--- config.mk ---
export PLATFORM = sky130hd
export DESIGN_NAME = pipe_stage_elastic
export DESIGN_NICKNAME = d
export VERILOG_FILES = /design/src/rtl/pipe_pkg.sv /design/src/rtl/pipe_stage_reg.sv /design/src/rtl/pipe_stage_elastic.sv
export SDC_FILE = /design/constraint.sdc
export NUM_CORES = 1
export LEC_CHECK = 0
export ABC_CLOCK_PERIOD_IN_PS = 2260
export BUFFER_PORTS_ARGS = -buffer_cell sky130_fd_sc_hd__buf_2
export CAP_MARGIN = 10
export CORE_MARGIN = 2
export CORE_UTILIZATION = 45
export DETAILED_ROUTE_END_ITERATION = 8
export GPL_TIMING_DRIVEN = 1
export PLACE_DENSITY = 0.8
export SLEW_MARGIN = 15
export SYNTH_ARGS = -nofsm -noshare
export SYNTH_HDL_FRONTEND = slang
export SYNTH_SLANG_ARGS = --single-unit
--- constraint.sdc ---
create_clock -name clk -period 2.26 [get_ports clk]
set_input_delay 0.339 -clock clk [delete_from_list [all_inputs] [get_ports clk]]
set_output_delay 0.339 -clock clk [all_outputs]
set_load 0.05 [all_outputs]
--- src/rtl/pipe_pkg.sv ---
// Shared definitions for the elastic pipeline-stage registers: payload
// field layout, occupancy/state encoding and the NOP bubble payload.
package pipe_pkg;

    // Payload layout: five 32-bit data words, then writereg and alu_low.
    localparam int PIPE_PAYLOAD_W = 167;

    localparam int INSTR_OFF    = 0;
    localparam int PC_OFF       = 32;
    // pcchu travels in the pc slot; both are never live in the same stage.
    localparam int PCCHU_OFF    = PC_OFF;
    localparam int DM_OFF       = 64;
    localparam int ALU_OFF      = 96;
    localparam int HILO_OFF     = 128;
    localparam int WORD_W       = 32;
    localparam int WRITEREG_OFF = 160;
    localparam int WRITEREG_W   = 5;
    localparam int ALU_LOW_OFF  = 165;
    localparam int ALU_LOW_W    = 2;

    // State encoding doubles as the occupancy count.
    localparam logic [1:0] ST_EMPTY = 2'd0;
    localparam logic [1:0] ST_ONE   = 2'd1;
    localparam logic [1:0] ST_FULL  = 2'd2;

    // An all-zero payload is a NOP bubble.
    localparam logic [PIPE_PAYLOAD_W-1:0] NOP_PAYLOAD = '0;

    // Assemble a payload from its fields.
    function automatic logic [PIPE_PAYLOAD_W-1:0] pack_payload(
        input logic [WORD_W-1:0]     instr,
        input logic [WORD_W-1:0]     pc,
        input logic [WORD_W-1:0]     dm,
        input logic [WORD_W-1:0]     alu,
        input logic [WORD_W-1:0]     hilo,
        input logic [WRITEREG_W-1:0] writereg,
        input logic [ALU_LOW_W-1:0]  alu_low
    );
        logic [PIPE_PAYLOAD_W-1:0] p;
        p = NOP_PAYLOAD;
        p[INSTR_OFF    +: WORD_W]     = instr;
        p[PC_OFF       +: WORD_W]     = pc;
        p[DM_OFF       +: WORD_W]     = dm;
        p[ALU_OFF      +: WORD_W]     = alu;
        p[HILO_OFF     +: WORD_W]     = hilo;
        p[WRITEREG_OFF +: WRITEREG_W] = writereg;
        p[ALU_LOW_OFF  +: ALU_LOW_W]  = alu_low;
        return p;
    endfunction

endpackage

--- src/rtl/pipe_stage_reg.sv ---
// One payload register with synchronous reset, synchronous clear and load enable.
module pipe_stage_reg #(
    parameter int W = 167
) (
    input  logic         clk,
    input  logic         reset,
    input  logic         clr,
    input  logic         en,
    input  logic [W-1:0] d,
    output logic [W-1:0] q
);

    logic [W-1:0] data_q;

    // Reset and clear both zero the entry (NOP bubble); otherwise load on enable.
    always_ff @(posedge clk) begin
        if (reset || clr) begin
            data_q <= '0;
        end else if (en) begin
            data_q <= d;
        end
    end

    assign q = data_q;

endmodule

--- src/rtl/pipe_stage_elastic.sv ---
// Elastic pipeline-stage register with valid/ready handshake, optional
// two-entry skid buffer, synchronous flush and a saturating stall counter.
//
// Handshake: a transfer happens on a rising edge where valid and ready are
// both 1. The producer holds valid and payload stable until accepted; the
// consumer may change ready freely. With SKID=1 in_ready depends only on
// state registers; with SKID=0 it also follows out_ready combinationally.
module pipe_stage_elastic
    import pipe_pkg::*;
#(
    parameter int PAYLOAD_W = PIPE_PAYLOAD_W,
    parameter int SKID      = 1,
    parameter int CNT_W     = 16
) (
    input  logic                 clk,
    input  logic                 reset,
    input  logic                 in_valid,
    output logic                 in_ready,
    input  logic [PAYLOAD_W-1:0] in_payload,
    input  logic                 flush,
    output logic                 out_valid,
    input  logic                 out_ready,
    output logic [PAYLOAD_W-1:0] out_payload,
    output logic [1:0]           occupancy,
    output logic [CNT_W-1:0]     stall_cnt
);

    logic [1:0]           state_q, state_d;
    logic [PAYLOAD_W-1:0] main_q, main_d;
    logic [PAYLOAD_W-1:0] skid_q, skid_d;
    logic                 main_en, skid_en;
    logic [CNT_W-1:0]     stall_cnt_q, stall_cnt_d;
    logic                 in_xfer, out_xfer;

    assign out_valid = (state_q != ST_EMPTY);
    assign in_ready  = (SKID != 0) ? (state_q != ST_FULL) : (~out_valid | out_ready);
    assign in_xfer   = in_valid & in_ready;
    assign out_xfer  = out_valid & out_ready;

    // Next state and payload moves; a cleared entry reloads with zeros.
    always_comb begin
        state_d = state_q;
        main_en = 1'b0;
        main_d  = '0;
        skid_en = 1'b0;
        skid_d  = '0;
        if (SKID == 0) begin
            if (in_xfer) begin
                state_d = ST_ONE;
                main_en = 1'b1;
                main_d  = in_payload;
            end else if (out_xfer) begin
                state_d = ST_EMPTY;
                main_en = 1'b1;
            end
        end else begin
            case (state_q)
                ST_EMPTY: begin
                    if (in_xfer) begin
                        state_d = ST_ONE;
                        main_en = 1'b1;
                        main_d  = in_payload;
                    end
                end
                ST_ONE: begin
                    if (in_xfer && !out_xfer) begin
                        state_d = ST_FULL;
                        skid_en = 1'b1;
                        skid_d  = in_payload;
                    end else if (in_xfer && out_xfer) begin
                        main_en = 1'b1;
                        main_d  = in_payload;
                    end else if (out_xfer) begin
                        state_d = ST_EMPTY;
                        main_en = 1'b1;
                    end
                end
                ST_FULL: begin
                    if (out_xfer) begin
                        state_d = ST_ONE;
                        main_en = 1'b1;
                        main_d  = skid_q;
                        skid_en = 1'b1;
                    end
                end
                default: state_d = ST_EMPTY;
            endcase
        end
    end

    // Occupancy state; flush empties the stage and drops any incoming transfer.
    always_ff @(posedge clk) begin
        if (reset || flush) begin
            state_q <= ST_EMPTY;
        end else begin
            state_q <= state_d;
        end
    end

    pipe_stage_reg #(.W(PAYLOAD_W)) u_main (
        .clk   (clk),
        .reset (reset),
        .clr   (flush),
        .en    (main_en),
        .d     (main_d),
        .q     (main_q)
    );

    pipe_stage_reg #(.W(PAYLOAD_W)) u_skid (
        .clk   (clk),
        .reset (reset),
        .clr   (flush),
        .en    (skid_en),
        .d     (skid_d),
        .q     (skid_q)
    );

    // Stall counter saturates at all-ones; flush leaves it untouched.
    always_comb begin
        stall_cnt_d = stall_cnt_q;
        if (out_valid && !out_ready && (stall_cnt_q != {CNT_W{1'b1}})) begin
            stall_cnt_d = stall_cnt_q + 1'b1;
        end
    end

    // Stall counter register.
    always_ff @(posedge clk) begin
        if (reset) begin
            stall_cnt_q <= '0;
        end else begin
            stall_cnt_q <= stall_cnt_d;
        end
    end

    assign out_payload = out_valid ? main_q : '0;
    assign occupancy   = state_q;
    assign stall_cnt   = stall_cnt_q;

endmodule

==> reports/metrics.yaml, run 1 <==
sta:
  tightest_slew_ns: 0.925
  fin_worst_skew_ns: 0.0139
  hold_viol: 0
  period_share: 0.992
  rsz0062_at_grt: "true"
  finalSetupTns_ns: 0
  relSlewSlack: 0.383
  layout_min_cycle_time_ns: 2.24
  timing.fmax_mhz: 446
  setup_viol: 0
  finalMaxSlewViolations: 0
clock_tree:
  cts_tree: "built"
  cts_max_level: 2
  numCtsBuffers: 39
  clk_latency_ns: 0.52
  cts_max_path_buffers: 3
  clk_pin_slew_ns: 0.06
  clock-sinks: 352
  root_buffer: "clkbuf_16"
logic_synthesis:
  yosysMostFrequentCell: "dfxtp_1"
  synth_top_cell_area_share: 0.459
  postSynth.asyncResetShare: 0
  yosysWarnings: 0
  ys_seq_area_frac: 0.459
  yosysTopAreaCell: "dfxtp_1"
  ys.flop_type: "dfxtp_1"
  synth_common_cells: "dfxtp_1, nor3_1, a21oi_1"
  synth_cell_types: 44
  syn_area_per_cell_sq_um: 9.15
  ys_ff_latch: 352
  synthTopCellsByArea: "dfxtp_1, nor3_1, a32o_1"
  synthCells: 1679
  syn_nets: 1856
  synthesis.area_sq_mm: 0.0154
  synth-edff-count: 0
job:
  cap_violations: 0
placement:
  placed_cell_area_sq_mm: 0.0181
  port-buffer-count: 358
  place_hpwl_microns: 29700
  gp_congestion: 0.831
floorplanning:
  coreArea_sq_mm: 0.0335
  row_count: 67
  die_w_microns: 189
  dieHeight_microns: 189
  start_util: 0.458
  io_pins: 359
  die-area_sq_mm: 0.0356
global_route:
  antenna_found_initial: 11
  gr-total-overflow: 0
  grt_max_degree: 168
  grt_pass1_vias: 14719
  grt_first_pass_wirelength_microns: 80900
  gr-usage-all-layers: 0.275
finish:
  multi_input_area_sq_mm: 0.00802
  seqCellArea_sq_mm: 0.00705
  post-route-cell-area_sq_mm: 0.0203
  nNetsFinal: 2113
  drive_above_1_share: 0.311
  nFillCells: 2714
  synthToLayoutAreaGrowth_pct: 32.3
route:
  postRouteAntennaNets: 0
  wl_per_cell_microns: 21.8
  drt_wl_total_microns: 52700
  num_vias: 15286
  dr.first_iter.drc_count: 1393
  drtPass1Iterations: 5
  via_per_inst: 6.31
  post-route-drc-count: 0
power:
  ir_worst_vdd_mv: 0.552
  total_power_uw: 15100
  powerDensity_mw_per_mm2: 743
  leakage_uw: 0.00763
worst_setup_path:
  r2r_slack_ns: 0.02
  reg2reg_from: "occupancy[0]$_SDFFE_PP0P_"
  rr_endpoint: "u_main.q[107]$_SDFFE_PP0P_"
  crit_required_ns: 2.67
  worstPathMaxFanout: 18
  crit_path_end_kind: "register"
  path_class: "register to register"
  r2r_cells: 8
  crit_arrival_ns: 2.65
  critPathLaunchType: "register"
min_path:
  min_to: "u_skid.q[50]$_SDFFE_PP0P_"
  hold_start: "in_payload[50]"
  hold_class: "input pin to register"
  whs_path_depth: 2
status:
  run_status: "finished, final reports clean"
## how the worst max path moves through the flow
stage                         startpoint                         end  depth (start not counted)
3_3_place_gp   occupancy[0]$_SDFFE_PP0P_  u_skid.q[135]$_SDFFE_PP0P_                          8
5_1_grt        occupancy[1]$_SDFFE_PP0P_            out_payload[121]                          6
2_1_floorplan  occupancy[0]$_SDFFE_PP0P_            out_payload[106]                          6
3_5_place_dp   occupancy[0]$_SDFFE_PP0P_    u_main.q[5]$_SDFFE_PP0P_                          8
4_1_cts        occupancy[0]$_SDFFE_PP0P_              out_payload[3]                          6
6_report       occupancy[0]$_SDFFE_PP0P_  u_main.q[107]$_SDFFE_PP0P_                          8
## kinds of logic (layout without fill, tap and decap cells)
family / count (synthesis) / after routing / share of synthesized area
DFF: 352 / 352 / 0.459
buffers and inverters: 216 / 495 / 0.0584
other: 0 / 14 / 0
adders and majority gates: 5 / 5 / 0.00407
muxes: 3 / 3 / 0.00220
AOI/OAI and AO/OA: 535 / 536 / 0.273
and+or+nand+nor: 568 / 568 / 0.203
## layout make-up
| cell class | instances | share of cell area |
|---|---|---|
| tap | 448 | 0.0276 |
| multi-input combinational | 1112 | 0.395 |
| inverter | 8 | 0.00172 |
| clock inverter | 9 | 0.00394 |
| timing repair buffer | 423 | 0.167 |
| clock buffer | 55 | 0.0565 |
| sequential | 352 | 0.347 |
| antenna | 14 | 0.00172 |
## stage by stage
stage	hold slack, ns	instances	util	setup slack [ns]
global placement	0.456	2326	0.538	0.0808
finish	0.0569	2421	0.606	0.0189
CTS	0.0371	2401	0.597	0.00182
floorplan	0.443	1679	-	-0.224
global route	0.0415	2417	0.606	-0.0164
detailed placement	0.455	2326	0.538	-0.0249
## sequential cells by signal (all words and copies together), names as in the netlist
signal / count
u_main.q: 167
stall_cnt: 16
occupancy: 2
u_skid.q: 167
## routing by layer
| layer | vias to the layer above | track usage | wire length, microns |
|---|---|---|---|
| met1 | 7389 | 0.355 | 21000 |
| met2 | 835 | 0.445 | 25200 |
| met4 | 0 | 0.139 | 2380 |
| met3 | 177 | 0.0460 | 4080 |
| met5 | - | 0 | 0 |
| li1 | 6885 | - | - |
## power by group
| group | switching (uW) | total (uW) | leakage [uW] | internal (uW) |
|---|---|---|---|---|
| registers | 87.7 | 6460 | 0.00285 | 6370 |
| logic | 1450 | 2460 | 0.00418 | 1010 |
| clock network | 2520 | 6160 | 0.000606 | 3640 |
| total | 4060 | 15100 | 0.00763 | 11000 |
## timing repair
item | CTS | global route
resized for setup | 192 | 46
endpoints found under the setup margin | 204 | 259
hold buffers | 0 | 0
buffers inserted | 5 | 2
gates cloned | 6 | 4
pin swaps | 1 | 1
## worst max-delay path, cell delays in order, from the launching register on
cell and delay, ns:
dfxtp_4 0.34, buf_4 0.16, ha_1 0.31, nor2_1 0.27
a2bb2oi_4 0.22, buf_12 0.19, buf_4 0.23, nor3_1 0.09
nor3_1 0.31
## cell usage in the layout, fill, tap and decap left out, types with 12 or more instances in the layout
cell       instances
clkbuf_4          12
nor3_1           343
nor2b_4           46
clkbuf_16         44
buf_6             44
a22o_1           167
nor2b_2           59
buf_12            28
buf_4            100
diode_2           14
a32o_1           167
buf_2            225
nor2b_1           67
dfxtp_1          350
a21oi_1          178
(Power assumes the default switching activity.)
==> inputs of run 2 (changes only) <==
--- a/config.mk
+++ b/config.mk
@@ -5,6 +5,7 @@
 export SDC_FILE = /design/constraint.sdc
 export NUM_CORES = 1
 export LEC_CHECK = 0
+export ABC_AREA = 1
 export ABC_CLOCK_PERIOD_IN_PS = 2260
 export BUFFER_PORTS_ARGS = -buffer_cell sky130_fd_sc_hd__buf_2
 export CAP_MARGIN = 10
==> run 2 against run 1 <==
The run now ends with negative setup slack left. Clock skew barely moved. Routed wire length fell by 8.8%. Flip-flop and latch count did not move. Core utilization rose by 0.75 points. Sequential share of layout area rose by 0.45 points. Design area fell by 1.3%. Non-clock buffer count fell by 10. Power rose by 6.9%. First-iteration DRC count fell by 12%. Largest cell class is now flip-flops and latches. Largest power group unchanged. Highest routed layer is now met5.
==> reports/metrics.yaml, run 2 <==
logic_synthesis:
  synth_top_cell_area_share: 0.468  # was 0.459
  synth_cell_types: 28  # was 44
  synthXorXnorAreaFrac: 0.00349  # was 0
  synthesis.area_sq_mm: 0.0151  # was 0.0154 sq mm
  synth_compound_area_frac: 0.250  # was 0.273
  yosysMostFrequentCell: "nand2_1"  # was dfxtp_1
  synthTopCellsByArea: "dfxtp_1, a21oi_1, nand2_1"  # was dfxtp_1, nor3_1, a32o_1
  synthCells: 2055  # was 1679
  synth_top_family_by_area: "compound AO/OA/AOI/OAI gates"  # unchanged
  synthAdderAreaFrac: 0.00416  # was 0.00407
  syn_area_per_cell_sq_um: 7.33  # was 9.15 sq um
  ys.flop_type: "dfxtp_1"  # unchanged
  ys_seq_area_frac: 0.468  # was 0.459
  synth-edff-count: 0  # unchanged
  ys_ff_latch: 352  # unchanged
  yosysWarnings: 0  # unchanged
  postSynth.asyncResetShare: 0  # unchanged
  synth_common_cells: "nand2_1, a21oi_1, dfxtp_1"  # was dfxtp_1, nor3_1, a21oi_1
  yosys.area_share.simple: 0.167  # was 0.203
  synthMuxAreaShare: 0  # was 0.00220
  yosysTopAreaCell: "dfxtp_1"  # unchanged
  syn_nets: 2232  # was 1856
placement:
  gp_congestion: 0.851  # was 0.831
  pre_cts_slack_ns: 0.188  # was -0.0249 ns
  dp_cells: 2726  # was 2326
  place_hpwl_microns: 27800  # was 29700 microns
  port-buffer-count: 358  # unchanged
worst_setup_path:
  crit_path_end_kind: "output pin"  # was register
  max_stage_delay_ns: 0.36  # was 0.34 ns
  critPathLaunchType: "register"  # unchanged
  crit_arrival_ns: 1.96  # was 2.65 ns
  path_class: "register to output pin"  # was register to register
  path_depth: 7  # was 8
  reg2reg_from: "occupancy[1]$_SDFFE_PP0P_"  # was occupancy[0]$_SDFFE_PP0P_
  rr_endpoint: "u_skid.q[159]$_SDFFE_PP0P_"  # was u_main.q[107]$_SDFFE_PP0P_
  r2r_cells: 11  # was 8
  crit_required_ns: 1.92  # was 2.67 ns
  worstPathMaxFanout: 9  # was 18
  crit_family: "buffers and inverters"  # was simple AND/OR/NAND/NOR gates
  slowest_stage: "dfxtp_4"  # unchanged
  path_buf_inv: 5  # was 3
  r2r_slack_ns: 0.14  # was 0.02 ns
  worstPathCellList: "inv_4 -> ha_4 -> buf_4 -> clkbuf_16 -> buf_16 -> nor2_1 -> buf_6"  # was buf_4 -> ha_1 -> nor2_1 -> a2bb2oi_4 -> buf_12 -> buf_4 -> nor3_1 -> nor3_1
finish:
  nFillCells: 2746  # was 2714
  drive_above_1_share: 0.254  # was 0.311
  final_cells: 2821  # was 2421
  nNetsFinal: 2521  # was 2113
  final_common_cell: "nand2_1"  # was dfxtp_1
  layout_common_cells: "nand2_1, a21oi_1, dfxtp_1"  # was dfxtp_1, nor3_1, buf_2
  synthToLayoutAreaGrowth_pct: 33.2  # was 32.3%
  final_core_util: 0.613  # was 0.606
floorplanning:
  dieHeight_microns: 187  # was 189 microns
  io_pins: 359  # unchanged
  row_count: 66  # was 67
  die_w_microns: 187  # was 189 microns
  die-area_sq_mm: 0.0349  # was 0.0356 sq mm
  coreArea_sq_mm: 0.0327  # was 0.0335 sq mm
  start_util: 0.460  # was 0.458
route:
  via_per_inst: 5.46  # was 6.31
  wl_per_cell_microns: 17.0  # was 21.8 microns
  dr.first_iter.drc_count: 1220  # was 1393
  drt_wl_total_microns: 48100  # was 52700 microns
  num_vias: 15392  # was 15286
  postRouteAntennaNets: 0  # unchanged
  post-route-drc-count: 0  # unchanged
  drtPass1Iterations: 6  # was 5
job:
  cap_violations: 0  # unchanged
global_route:
  gr-total-overflow: 0  # unchanged
  grt_max_degree: 116  # was 168
  grt_first_pass_wirelength_microns: 71700  # was 80900 microns
  gr-usage-all-layers: 0.244  # was 0.275
  grt_pass1_vias: 14426  # was 14719
  antenna_found_initial: 9  # was 11
power:
  ir_worst_vdd_mv: 0.531  # was 0.552 mV
  total_power_uw: 16100  # was 15100 uW
  leakage_uw: 0.00739  # was 0.00763 uW
  powerDensity_mw_per_mm2: 804  # was 743 mW/mm^2
clock_tree:
  numCtsBuffers: 39  # unchanged
  clk_pin_slew_ns: 0.06  # about the same
  cts_max_path_buffers: 3  # unchanged
  cts_tree: "built"  # unchanged
  root_buffer: "clkbuf_16"  # unchanged
  cts_max_level: 2  # unchanged
  clk_latency_ns: 0.53  # was 0.52 ns
  postCtsHoldBufs: 0  # unchanged
  clock-sinks: 352  # unchanged
sta:
  relSlewSlack: 0.643  # was 0.383
  layout_min_cycle_time_ns: 2.30  # was 2.24 ns
  rsz0062_at_grt: "true"  # unchanged
  fin_worst_skew_ns: 0.0136  # was 0.0139 ns
  setup_ws_ns: -0.0360  # was 0.0189 ns
  setup_viol: 1  # was 0
  hold_viol: 0  # unchanged
  finalMaxSlewViolations: 0  # unchanged
  tightest_slew_ns: 0.535  # was 0.925 ns
  timing.fmax_mhz: 436  # was 446 MHz
  period_share: 1.02  # was 0.992
min_path:
  whs_path_depth: 3  # was 2
  hold_class: "input pin to register"  # unchanged
  min_to: "u_skid.q[61]$_SDFFE_PP0P_"  # was u_skid.q[50]$_SDFFE_PP0P_
  hold_start: "in_payload[61]"  # was in_payload[50]
status:
  run_status: "finished with violations"  # was finished, final reports clean
  violations: "negative setup slack"
## run 2: metrics by stage
stage / hold slack [ns] / TNS (ns) / cell area [sq um]
after floorplan: 0.418 / -10.96 / 15200
final: 0.0674 / -0.0360 / 20100
after global placement: 0.447 / 0 / 17300
after detailed placement: 0.452 / 0 / 17300
after global routing: 0.0594 / -2.88 / 20100
after CTS: 0.0481 / -0.430 / 18800
## run 2: worst max-delay path by stage
stage,from,slack [ns],to
finish,occupancy[1]$_SDFFE_PP0P_,-0.04,out_payload[42]
global route,occupancy[1]$_SDFFE_PP0P_,-0.07,out_payload[68]
CTS,occupancy[1]$_SDFFE_PP0P_,-0.04,out_payload[6]
detailed placement,occupancy[0]$_SDFFE_PP0P_,0.19,u_skid.q[159]$_SDFFE_PP0P_
global placement,occupancy[0]$_SDFFE_PP0P_,0.30,u_skid.q[163]$_SDFFE_PP0P_
floorplan,occupancy[0]$_SDFFE_PP0P_,-0.10,out_payload[106]
## run 2: cell type report
| class | count | area (sq um) | area share |
|---|---|---|---|
| Sequential cell | 352 | 7050 | 0.352 |
| Multi-Input combinational cell | 1351 | 7050 | 0.351 |
| Timing Repair Buffer | 413 | 3400 | 0.169 |
| Clock buffer | 52 | 1130 | 0.0562 |
| Inverter | 187 | 717 | 0.0357 |
| Tap cell | 442 | 553 | 0.0276 |
| Clock inverter | 14 | 134 | 0.00667 |
| Antenna cell | 10 | 25.0 | 0.00125 |
## run 2: cells by family after synthesis
group / after synthesis
adder cells (fa/ha/maj): 5
AND/OR/NAND/NOR: 652
XOR/XNOR: 6
buffers and inverters: 352
flip-flops: 352
AO/OA/AOI/OAI: 688
## run 2: power breakdown
part | switching [uW] | internal [uW] | total [uW]
Combinational | 2160 | 1050 | 3210
Sequential | 148 | 6490 | 6640
Clock | 2550 | 3730 | 6280
## run 2: layer usage
metal | up-vias | global-route usage | part of all wire
li1 | 7346 | - | -
met1 | 7161 | 0.312 | 0.40
met2 | 732 | 0.398 | 0.47
met3 | 151 | 0.0531 | 0.084
met4 | 2 | 0.103 | 0.042
met5 | - | 0 | 0.00027
## run 2: what timing repair did
item	in CTS	in global routing
endpoints found under the setup margin	92	150
resized for setup	115	255
pin swaps	0	18
cloned	0	12
setup buffers	0	7
## run 2: worst register-to-register path: stages (launching register included)
cell     delay [ns]
dfxtp_4        0.35
buf_4          0.14
ha_1           0.19
inv_2          0.12
nand2_2        0.12
nor2_2         0.13
nand2_2        0.10
o21ai_1        0.23
nand2_8        0.10
buf_4          0.29
nand2_1        0.15
a21oi_1        0.07
